===== src/rtl/hazard_pkg.sv =====
// Shared types and constants for the pipeline hazard controller.
package hazard_pkg;

    typedef enum logic [1:0] {
        RUN       = 2'd0,
        LU_STALL  = 2'd1,
        DMEM_WAIT = 2'd2,
        HALTED    = 2'd3
    } hz_state_t;

    // Bit positions of each pipeline latch in the stall/flush vectors
    localparam int IFID = 0;
    localparam int IDEX = 1;
    localparam int XMEM = 2;
    localparam int WB   = 3;

    localparam int DEF_REG_W = 5;

endpackage


===== src/rtl/hazard_ctrl_unit_if.sv =====
// Pipeline <-> hazard controller bundle: pipeline status in, latch controls out.
interface hazard_ctrl_unit_if #(
    parameter int REG_W = hazard_pkg::DEF_REG_W
);

    logic             ihit;
    logic             dhit;
    logic             xmem_memacc;
    logic             idex_memread;
    logic [REG_W-1:0] idex_rd;
    logic [REG_W-1:0] ifid_rs;
    logic [REG_W-1:0] ifid_rt;
    logic             ifid_uses_rt;
    logic             br_taken;
    logic             jump;
    logic             halt;

    logic stall_ifid, stall_idex, stall_xmem, stall_wb;
    logic flush_ifid, flush_idex, flush_xmem, flush_wb;
    logic pc_en;

    // master is the pipeline datapath; slave is the hazard controller.
    // There is no handshake: every signal is sampled level-wise each cycle.
    modport master (
        output ihit, dhit, xmem_memacc, idex_memread, idex_rd, ifid_rs, ifid_rt,
               ifid_uses_rt, br_taken, jump, halt,
        input  stall_ifid, stall_idex, stall_xmem, stall_wb,
               flush_ifid, flush_idex, flush_xmem, flush_wb, pc_en
    );

    modport slave (
        input  ihit, dhit, xmem_memacc, idex_memread, idex_rd, ifid_rs, ifid_rt,
               ifid_uses_rt, br_taken, jump, halt,
        output stall_ifid, stall_idex, stall_xmem, stall_wb,
               flush_ifid, flush_idex, flush_xmem, flush_wb, pc_en
    );

endinterface


===== src/rtl/sat_counter.sv =====
// Saturating up-counter with synchronous active-low clear.
module sat_counter #(
    parameter int CNT_W = 16
) (
    input  logic             CLK,
    input  logic             nRST,
    input  logic             inc,
    output logic [CNT_W-1:0] cnt
);

    always_ff @(posedge CLK) begin
        if (!nRST) begin
            cnt <= '0;
        end else if (inc && (cnt != '1)) begin
            cnt <= cnt + CNT_W'(1);
        end
    end

endmodule


===== src/rtl/hazard_ctrl_unit.sv =====
// Stateful hazard controller for the 5-stage pipeline: load-use, memory waits,
// redirects and halt, plus saturating stall/flush counters.
module hazard_ctrl_unit
    import hazard_pkg::*;
#(
    parameter int REG_W     = DEF_REG_W,
    parameter int LU_CYCLES = 1,
    parameter int CNT_W     = 16
) (
    input  logic             CLK,
    input  logic             nRST,
    hazard_ctrl_unit_if.slave hz,
    output hz_state_t        hz_state,
    output logic [CNT_W-1:0] stall_cnt,
    output logic [CNT_W-1:0] flush_cnt
);

    localparam logic [2:0] LU_INIT = 3'(LU_CYCLES - 1);

    hz_state_t        state;
    logic [2:0]       lu_cnt;
    logic             redirect_pend;

    logic [REG_W-1:0] ld_rd, id_rs, id_rt;
    logic             lu_hazard;
    logic             halt_c, dmem_c, lu_c, redir_c, run_path;
    logic [3:0]       stall, flush;
    logic             pc_en;

    assign ld_rd = hz.idex_rd;
    assign id_rs = hz.ifid_rs;
    assign id_rt = hz.ifid_rt;

    assign lu_hazard = hz.idex_memread && (ld_rd != '0) &&
                       ((ld_rd == id_rs) || (hz.ifid_uses_rt && (ld_rd == id_rt)));

    // Condition priority: halt > dmem wait > load-use > redirect > fetch wait
    always_comb begin
        halt_c   = (state == HALTED) || hz.halt;
        dmem_c   = !halt_c && !hz.dhit && ((state == DMEM_WAIT) || hz.xmem_memacc);
        lu_c     = !halt_c && !dmem_c && ((state == LU_STALL) || lu_hazard);
        run_path = !halt_c && !dmem_c && !lu_c;
        redir_c  = run_path && (hz.br_taken || hz.jump);
    end

    always_comb begin
        stall = '0;
        flush = '0;
        pc_en = 1'b0;
        if (!nRST) begin
            flush = '1;
        end else if (halt_c) begin
            stall = '1;
        end else if (dmem_c) begin
            stall[IFID] = 1'b1;
            stall[IDEX] = 1'b1;
            stall[XMEM] = 1'b1;
            flush[WB]   = 1'b1;
        end else if (lu_c) begin
            stall[IFID] = 1'b1;
            flush[IDEX] = 1'b1;
        end else begin
            // A redirect loads the target even while a fetch is outstanding
            pc_en       = redir_c || hz.ihit;
            flush[IFID] = redir_c || !hz.ihit || redirect_pend;
        end
    end

    always_ff @(posedge CLK) begin
        if (!nRST) begin
            state         <= RUN;
            lu_cnt        <= '0;
            redirect_pend <= 1'b0;
        end else begin
            if (run_path) begin
                redirect_pend <= !hz.ihit && (redir_c || redirect_pend);
            end

            if (halt_c) begin
                state  <= HALTED;
                lu_cnt <= '0;
            end else if (dmem_c) begin
                state  <= DMEM_WAIT;
                lu_cnt <= '0;
            end else if (lu_c && (state == LU_STALL)) begin
                // lu_cnt counts the LU_STALL cycles still owed after this one plus one
                state  <= (lu_cnt <= 3'd1) ? RUN : LU_STALL;
                lu_cnt <= (lu_cnt == 3'd0) ? 3'd0 : lu_cnt - 3'd1;
            end else if (lu_c) begin
                state  <= (LU_INIT != 3'd0) ? LU_STALL : RUN;
                lu_cnt <= LU_INIT;
            end else begin
                state  <= RUN;
                lu_cnt <= '0;
            end
        end
    end

    assign hz_state = state;

    assign hz.stall_ifid = stall[IFID];
    assign hz.stall_idex = stall[IDEX];
    assign hz.stall_xmem = stall[XMEM];
    assign hz.stall_wb   = stall[WB];
    assign hz.flush_ifid = flush[IFID];
    assign hz.flush_idex = flush[IDEX];
    assign hz.flush_xmem = flush[XMEM];
    assign hz.flush_wb   = flush[WB];
    assign hz.pc_en      = pc_en;

    sat_counter #(.CNT_W(CNT_W)) u_stall_cnt (
        .CLK  (CLK),
        .nRST (nRST),
        .inc  (!pc_en),
        .cnt  (stall_cnt)
    );

    sat_counter #(.CNT_W(CNT_W)) u_flush_cnt (
        .CLK  (CLK),
        .nRST (nRST),
        .inc  (redir_c),
        .cnt  (flush_cnt)
    );

endmodule


===== src/flat_wrapper.sv =====
// flat-port wrapper written by rule: the top's interface ports become plain ports
module hazard_ctrl_unit_flat import hazard_pkg::*;
#(
    parameter int REG_W     = DEF_REG_W,
    parameter int LU_CYCLES = 1,
    parameter int CNT_W     = 16
)
  (CLK, nRST, hz_state, stall_cnt, flush_cnt, hz_ihit, hz_dhit, hz_xmem_memacc, hz_idex_memread, hz_idex_rd, hz_ifid_rs, hz_ifid_rt, hz_ifid_uses_rt, hz_br_taken, hz_jump, hz_halt, hz_stall_ifid, hz_stall_idex, hz_stall_xmem, hz_stall_wb, hz_flush_ifid, hz_flush_idex, hz_flush_xmem, hz_flush_wb, hz_pc_en);
  hazard_ctrl_unit_if #(.REG_W(REG_W)) hz_i ();
  input  logic CLK;
  input  logic nRST;
  output hz_state_t hz_state;
  output logic [CNT_W-1:0] stall_cnt;
  output logic [CNT_W-1:0] flush_cnt;
  input wire logic [$bits(hz_i.ihit)-1:0] hz_ihit;
  input wire logic [$bits(hz_i.dhit)-1:0] hz_dhit;
  input wire logic [$bits(hz_i.xmem_memacc)-1:0] hz_xmem_memacc;
  input wire logic [$bits(hz_i.idex_memread)-1:0] hz_idex_memread;
  input wire logic [$bits(hz_i.idex_rd)-1:0] hz_idex_rd;
  input wire logic [$bits(hz_i.ifid_rs)-1:0] hz_ifid_rs;
  input wire logic [$bits(hz_i.ifid_rt)-1:0] hz_ifid_rt;
  input wire logic [$bits(hz_i.ifid_uses_rt)-1:0] hz_ifid_uses_rt;
  input wire logic [$bits(hz_i.br_taken)-1:0] hz_br_taken;
  input wire logic [$bits(hz_i.jump)-1:0] hz_jump;
  input wire logic [$bits(hz_i.halt)-1:0] hz_halt;
  output wire logic [$bits(hz_i.stall_ifid)-1:0] hz_stall_ifid;
  output wire logic [$bits(hz_i.stall_idex)-1:0] hz_stall_idex;
  output wire logic [$bits(hz_i.stall_xmem)-1:0] hz_stall_xmem;
  output wire logic [$bits(hz_i.stall_wb)-1:0] hz_stall_wb;
  output wire logic [$bits(hz_i.flush_ifid)-1:0] hz_flush_ifid;
  output wire logic [$bits(hz_i.flush_idex)-1:0] hz_flush_idex;
  output wire logic [$bits(hz_i.flush_xmem)-1:0] hz_flush_xmem;
  output wire logic [$bits(hz_i.flush_wb)-1:0] hz_flush_wb;
  output wire logic [$bits(hz_i.pc_en)-1:0] hz_pc_en;
  assign hz_i.ihit = hz_ihit;
  assign hz_i.dhit = hz_dhit;
  assign hz_i.xmem_memacc = hz_xmem_memacc;
  assign hz_i.idex_memread = hz_idex_memread;
  assign hz_i.idex_rd = hz_idex_rd;
  assign hz_i.ifid_rs = hz_ifid_rs;
  assign hz_i.ifid_rt = hz_ifid_rt;
  assign hz_i.ifid_uses_rt = hz_ifid_uses_rt;
  assign hz_i.br_taken = hz_br_taken;
  assign hz_i.jump = hz_jump;
  assign hz_i.halt = hz_halt;
  assign hz_stall_ifid = hz_i.stall_ifid;
  assign hz_stall_idex = hz_i.stall_idex;
  assign hz_stall_xmem = hz_i.stall_xmem;
  assign hz_stall_wb = hz_i.stall_wb;
  assign hz_flush_ifid = hz_i.flush_ifid;
  assign hz_flush_idex = hz_i.flush_idex;
  assign hz_flush_xmem = hz_i.flush_xmem;
  assign hz_flush_wb = hz_i.flush_wb;
  assign hz_pc_en = hz_i.pc_en;
  hazard_ctrl_unit #(.REG_W(REG_W), .LU_CYCLES(LU_CYCLES), .CNT_W(CNT_W)) u_core (.CLK(CLK), .nRST(nRST), .hz(hz_i), .hz_state(hz_state), .stall_cnt(stall_cnt), .flush_cnt(flush_cnt));
endmodule

===== config.mk =====
export PLATFORM = sky130hd
export DESIGN_NAME = hazard_ctrl_unit_flat
export DESIGN_NICKNAME = d
export VERILOG_FILES = /design/src/rtl/hazard_pkg.sv /design/src/rtl/hazard_ctrl_unit_if.sv /design/src/rtl/sat_counter.sv /design/src/rtl/hazard_ctrl_unit.sv /design/src/flat_wrapper.sv
export SDC_FILE = /design/constraint.sdc
export NUM_CORES = 1
export LEC_CHECK = 0
export ABC_AREA = 1
export BUFFER_PORTS_ARGS = -buffer_cell sky130_fd_sc_hd__buf_2
export CAP_MARGIN = 40
export CELL_PAD_IN_SITES_DETAIL_PLACEMENT = 2
export CELL_PAD_IN_SITES_GLOBAL_PLACEMENT = 2
export CORE_MARGIN = 2
export CORE_UTILIZATION = 30
export CTS_BUF_LIST = sky130_fd_sc_hd__clkbuf_8 sky130_fd_sc_hd__clkbuf_16
export DETAILED_ROUTE_END_ITERATION = 10
export PLACE_DENSITY = 0.86
export SKIP_LAST_GASP = 1
export SLEW_MARGIN = 15
export SYNTH_ARGS = -nofsm -noshare
export SYNTH_HDL_FRONTEND = slang
export SYNTH_HIERARCHICAL = 1
export SYNTH_SLANG_ARGS = --single-unit
export TNS_END_PERCENT = 20

===== constraint.sdc =====
create_clock -name CLK -period 3.76 [get_ports CLK]
set_input_delay 0.564 -clock CLK [delete_from_list [all_inputs] [get_ports CLK]]
set_output_delay 0.564 -clock CLK [all_outputs]
set_load 0.005 [all_outputs]

* Word level (Yosys, flattened, before mapping)
Index checks and enable logic that the tools add are counted.
** Storage, ports and cells
- Register bits after elaboration :: 38
- Bits of input ports :: 25
- Logic and storage cells :: 71
** Cells by class
- Add/sub/neg operators :: 3
- Order comparisons :: 1
- Equal/unequal tests :: 7
- Muxes and demuxes :: 22
- Bitwise operators :: 2
- Reduce and logical (&&, ||, !) cells :: 31
** Operators by type and width (number)
- adder 16 x 1 -> 16 bit (second input constant) :: 2
- inequality test 16 bit (second input constant) :: 2
- two-way mux 2 bit :: 7
- logical AND 1 bit :: 13
- two-way mux 1 bit :: 13
- == test 5 bit :: 2
- logical OR 1 bit :: 9
- logical NOT 1 bit :: 6
- nonzero test 5 bit :: 1
- OR reduction 5 bit :: 1
- == test 2 bit (second input constant) :: 2
- two-way mux 4 bit :: 1
- less-or-equal comparator 3 x 1 -> 1 bit (second input constant) :: 1
- logical NOT 3 bit :: 1
- two-way mux 3 bit :: 1
- subtractor 3 x 1 -> 3 bit (second input constant) :: 1
- == test 2 x 1 -> 1 bit (second input constant) :: 1
- inverter 1 bit :: 2

* Depth between registers and ports, before layout
- Word-level depth :: 18
- Mapped depth :: 17

* Cells and area by module
Netlist, hierarchy kept.
** By module, submodules not included
- sat_counter :: instances 2, cells an instance 149, area an instance 996.0 µm², seq. area each 320.3 µm²
- hazard_ctrl_unit :: instances 1, cells an instance 114, area an instance 653.1 µm², seq. area each 120.1 µm²

* Worst setup path before layout
Ideal clock, no wire load.
- Path kind :: input to register
- Start :: input hz_halt
- End :: register u_core.u_flush_cnt.cnt[13]
- Library setup time :: 0.115 ns
- Data arrival time :: 1.833 ns
- Path slack :: 1.813 ns
- Cell stages on the path :: 12
- Cells stage by stage :: o21bai_4 nor2_2 a21oi_4 nand4_2 inv_1 buf_4 nand3_1 or2_0 nor2_1 nand3_1 nand2_1 nor2_1
** Between the ends
- Longest elaborated chain between the ends :: 11
** RTL lines
- start: declaration :: line flat_wrapper.sv:25 : input wire logic [$bits(hz_i.halt)-1:0] hz_halt;
- logical OR 1 bit (*) :: line hazard_ctrl_unit.sv:39 : halt_c = (state == HALTED) || hz.halt;
- logical NOT 1 bit (*) :: line hazard_ctrl_unit.sv:40, hazard_ctrl_unit.sv:41, hazard_ctrl_unit.sv:42
- logical AND 1 bit (2 in a row) :: line hazard_ctrl_unit.sv:40 : dmem_c = !halt_c && !hz.dhit && ((state == DMEM_WAIT) || hz.xmem_memacc);
- logical NOT 1 bit :: line hazard_ctrl_unit.sv:41, hazard_ctrl_unit.sv:42
- logical AND 1 bit (*) :: line hazard_ctrl_unit.sv:41, hazard_ctrl_unit.sv:42
- logical AND 1 bit :: line hazard_ctrl_unit.sv:41 : lu_c = !halt_c && !dmem_c && ((state == LU_STALL) || lu_hazard);
- logical NOT 1 bit :: line hazard_ctrl_unit.sv:42 : run_path = !halt_c && !dmem_c && !lu_c;
- logical AND 1 bit (*) :: line hazard_ctrl_unit.sv:42
- logical AND 1 bit (*) :: line hazard_ctrl_unit.sv:43 : redir_c = run_path && (hz.br_taken || hz.jump);
- via u_core.redir_c :: line hazard_ctrl_unit.sv:26 : logic halt_c, dmem_c, lu_c, redir_c, run_path;
- logical AND 1 bit (*) :: line sat_counter.sv:14 : end else if (inc && (cnt != '1)) begin
- end signal: assignment :: line sat_counter.sv:15 : cnt <= cnt + CNT_W'(1);
- end: declaration :: line sat_counter.sv:8 : output logic [CNT_W-1:0] cnt
Mark *: on every way through the listed nets, which the timed path passes. The rest lies on a longest branch.
A chain may end at the register's enable or synchronous reset.

* Worst setup path after layout
- Start :: register u_core.state[1] (netlist: u_core/hz_state[1])
- End :: output hz_pc_en
** Between the ends
- Longest elaborated chain between the ends :: 16
- Elaborated cells between the ends (all ways) :: 20
- Those cells by class :: 3 x eq/ne; 4 x mux; 13 x reduce/logical
** RTL lines
- start: declaration :: line hazard_ctrl_unit.sv:20 : hz_state_t state;
- start signal: assignment :: line hazard_ctrl_unit.sv:87 : state <= (lu_cnt <= 3'd1) ? RUN : LU_STALL;
- start signal: assignment :: line hazard_ctrl_unit.sv:90 : state <= (LU_INIT != 3'd0) ? LU_STALL : RUN;
- == test 2 bit :: line hazard_ctrl_unit.sv:39
- logical OR 1 bit :: line hazard_ctrl_unit.sv:39
- logical NOT 1 bit :: line hazard_ctrl_unit.sv:40, hazard_ctrl_unit.sv:41, hazard_ctrl_unit.sv:42
- logical AND 1 bit (2 in a row) :: line hazard_ctrl_unit.sv:40
- logical NOT 1 bit :: line hazard_ctrl_unit.sv:41, hazard_ctrl_unit.sv:42
- logical AND 1 bit :: line hazard_ctrl_unit.sv:41, hazard_ctrl_unit.sv:42
- logical AND 1 bit :: line hazard_ctrl_unit.sv:41
- logical NOT 1 bit :: line hazard_ctrl_unit.sv:42
- logical AND 1 bit :: line hazard_ctrl_unit.sv:42
- logical AND 1 bit :: line hazard_ctrl_unit.sv:43
- logical OR 1 bit :: line hazard_ctrl_unit.sv:64 : pc_en = redir_c || hz.ihit;
- two-way mux 1 bit :: line hazard_ctrl_unit.sv:59 : end else if (lu_c) begin
- two-way mux 1 bit :: line hazard_ctrl_unit.sv:54 : end else if (dmem_c) begin
- two-way mux 1 bit (*) :: line hazard_ctrl_unit.sv:52 : end else if (halt_c) begin
- two-way mux 1 bit (*) :: line hazard_ctrl_unit.sv:50 : if (!nRST) begin
- end: declaration :: line flat_wrapper.sv:34 : output wire logic [$bits(hz_i.pc_en)-1:0] hz_pc_en;
Every way passes the cells marked *; elsewhere a longest branch is shown, timed or not.

==> impl_metrics.py <==
metrics = {
    "yosys": {
        "synth_nets": 442,
        "synth_area_sq_um": 2650,
        "synth_top_flop_cell": "dfxtp_1",
        "synthCells": 412,
        "async_flop_share_pct": 0,
        "ys_ff_latch": 38,
        "ys_seq_area_share_pct": 28.8,
        "ys_types": 27,
        "syn-mean-instance-area_sq_um": 6.42,
        "synth_warnings": 6,
        "synth_edf_count": 0,
    },
    "finish": {
        "fin_nets": 510,
        "drive_gt1_share_pct": 26.8,
        "fillers": 1156,
        "final_common_cell": "nand2_1",
        "diodes": 0,
        "stdcell_area_sq_um": 3130,
        "syn2layout_area_growth_pct": 18.3,
        "mostFrequentLayoutCells": "nand2_1 (118), nor2_1 (84), buf_2 (67)",
    },
    "sta": {
        "max_slew_margin_pct": 70.9,
        "worstMarginPinSlew_ps": 435,
        "hold_viol_final": 0,
        "finalSetupViolCount": 0,
        "drv_slew": 0,
        "timing.final.crit_share_pct": 66.2,
        "skew_ps": 13.5,
        "rsz0062_at_grt": "false",
        "finalWorstSetupSlack_ps": 1270,
        "timing.fmax_ghz": 0.402,
        "finalCriticalPeriod_ps": 2490,
        "whs_ps": 469,
        "fin_tns_setup_ps": 0,
    },
    "floorplanning": {
        "fp.coreArea_sq_um": 8640,
        "rows": 34,
        "dieArea_sq_um": 9580,
        "ios": 68,
        "initial_utilization_pct": 30.6,
        "die_h_microns": 97.9,
        "die_w_microns": 97.9,
    },
    "clock_network": {
        "ctsHtreeMaxLevel": 2,
        "cts_tree": "done",
        "cts_setup_buffers": 0,
        "cts_max_path_buffers": 2,
        "clkSlewWorstSetupHoldPaths_ps": 70,
        "clkLatencyLatePin_ps": 300,
        "cts_buffers": 5,
        "cts_hold_buf": 0,
        "clock_sinks": 38,
        "cts_resized": 0,
        "root_buffer": "clkbuf_8",
    },
    "critical_path": {
        "reg2reg_to": "u_core/u_stall_cnt/cnt[10]$_SDFFE_PN0P_",
        "path_class": "register to output port",
        "cp_top_family": "simple AND/OR/NAND/NOR gates",
        "required_ps": 3200,
        "cp_num_cells": 7,
        "path_cells": "inv_2 > o21bai_4 > nor2_2 > a21oi_4 > nand4_1 > inv_1 > buf_2",
        "r2r_cells": 11,
        "critical_path.max_stage_delay_ps": 410,
        "startpoint": "u_core/hz_state[1]$_SDFF_PN0_",
        "endpoint_kind": "output port",
        "critical_path_arrival_ps": 1920,
        "critPathCapture": "hz_pc_en",
        "reg2reg_slack_ps": 1470,
        "startpoint_type": "register",
        "crit_buf_inv": 3,
        "crit_fanout": 9,
        "r2r_start": "u_core/hz_state[1]$_SDFF_PN0_",
        "cp_slowest_cell": "dfxtp_1",
    },
    "power": {
        "p_leak_uw": 0.00161,
        "total_power_uw": 848,
        "peakVddDrop_mv": 0.127,
        "p_per_area_nw_per_um2": 271,
    },
    "worst_hold_path": {
        "worst_hold_path_type": "register to register",
    },
    "placement": {
        "place_congestion": 0.789,
        "post-place-ws_ps": 1230,
        "place_area_sq_um": 3030,
        "place_hpwl_microns": 6660,
        "place.port_buffers": 67,
    },
    "global_route": {
        "antenna_found_initial": 0,
        "grt_use_total_pct": 18.4,
        "grt_pass1_vias": 3043,
        "grt_pass1_wl_microns": 14600,
        "grt.overflow.total": 0,
        "grt_max_degree": 39,
    },
    "drt": {
        "vias_per_cell": 4.77,
        "ant_nets": 0,
        "wire_per_inst_microns": 14.4,
        "dr_total_vias": 2808,
        "drtPass1Iterations": 4,
        "drtIter0Drc": 68,
        "drc": 0,
        "routed_wl_microns": 8490,
    },
    "run_status": {
        "outcome": "complete, no violations",
    },
    "run": {
        "maxCapViolations": 0,
    },
}
[where the power goes]
part	internal, uW	total, uW	leakage (uW)	switching, uW
Combinational	47.8	120	0.00126	71.8
Clock	148	309	0.0000472	161
Sequential	411	419	0.000308	8.94
[metal layers]
metal / GRT usage (%) / wire [microns] / vias up
met3: 3.72 / 304 / 2
met4: 3.53 / 44 / 0
li1: - / - / 1399
met1: 21.8 / 3750 / 1358
met2: 34.4 / 4390 / 49
met5: 0 / 0 / -
[synthesized netlist by cell type (3+ instances only)]
cell	n	share of area, %
a21oi_1	16	3.0
buf_4	3	0.85
dfxtp_1	38	29
ha_1	5	2.4
inv_1	47	6.7
inv_2	4	0.57
nand2_1	118	17
nand2_2	8	1.9
nand2_4	4	1.7
nand3_1	28	5.3
nand4_1	6	1.4
nand4_2	3	1.4
nor2_1	84	12
nor2_2	18	4.3
nor2_4	10	4.3
[stage by stage]
step / utilization [%] / cells
after floorplan: - / 412
after global placement: 35.1 / 581
after detailed placement: 35.1 / 581
after CTS: 36.2 / 589
after global routing: 36.2 / 589
final: 36.2 / 589
[how the worst min path moves through the flow]
stage / depth (start not counted) / slack (ps) / endpoint / startpoint
2_1_floorplan: 1 / 430 / u_core/lu_cnt[0]$_SDFF_PP0_ / u_core/lu_cnt[0]$_SDFF_PP0_
3_3_place_gp: 1 / 440 / u_core/lu_cnt[0]$_SDFF_PP0_ / u_core/lu_cnt[0]$_SDFF_PP0_
3_5_place_dp: 1 / 460 / u_core/lu_cnt[0]$_SDFF_PP0_ / u_core/lu_cnt[0]$_SDFF_PP0_
4_1_cts: 1 / 480 / u_core/lu_cnt[0]$_SDFF_PP0_ / u_core/lu_cnt[0]$_SDFF_PP0_
5_1_grt: 1 / 500 / u_core/lu_cnt[0]$_SDFF_PP0_ / u_core/lu_cnt[0]$_SDFF_PP0_
6_report: 1 / 470 / u_core/lu_cnt[0]$_SDFF_PP0_ / u_core/lu_cnt[0]$_SDFF_PP0_
[final cells by class]
type                            instances  area (sq um)  area share (%)
Clock buffer                            6          82.6            2.64
Tap cell                              108           135            4.32
Timing Repair Buffer                   68           343            11.0
Inverter                               51           191            6.12
Sequential cell                        38           761            24.3
Multi-Input combinational cell        316          1600            51.2
Clock inverter                          2          12.5           0.400
[worst reg2reg max path: cells and delay by family (launching register included)]
kind                   cells  cell delay [ps]
and+or+nand+nor            5              960
AOI/OAI and AO/OA          3              600
DFF                        1              410
buffers and inverters      3              220
[registers in the layout (all words and copies together), names as in the netlist]
register	count
u_core/u_stall_cnt/cnt	16
u_core/redirect_pend	1
u_core/hz_state	2
u_core/u_flush_cnt/cnt	16
u_core/lu_cnt	3
[cell families (layout without fill, tap and decap cells)]
group           Yosys count  in the layout  synth area share [%]
fa+ha+maj                 5              5                  2.37
xor+xnor                  2              2                 0.662
flops                    38             38                  28.8
compound gates           23             23                  5.91
simple gates            286            286                  51.7
buf+inv                  58            127                  10.6
No activity file was read; power rests on OpenSTA's default activity.
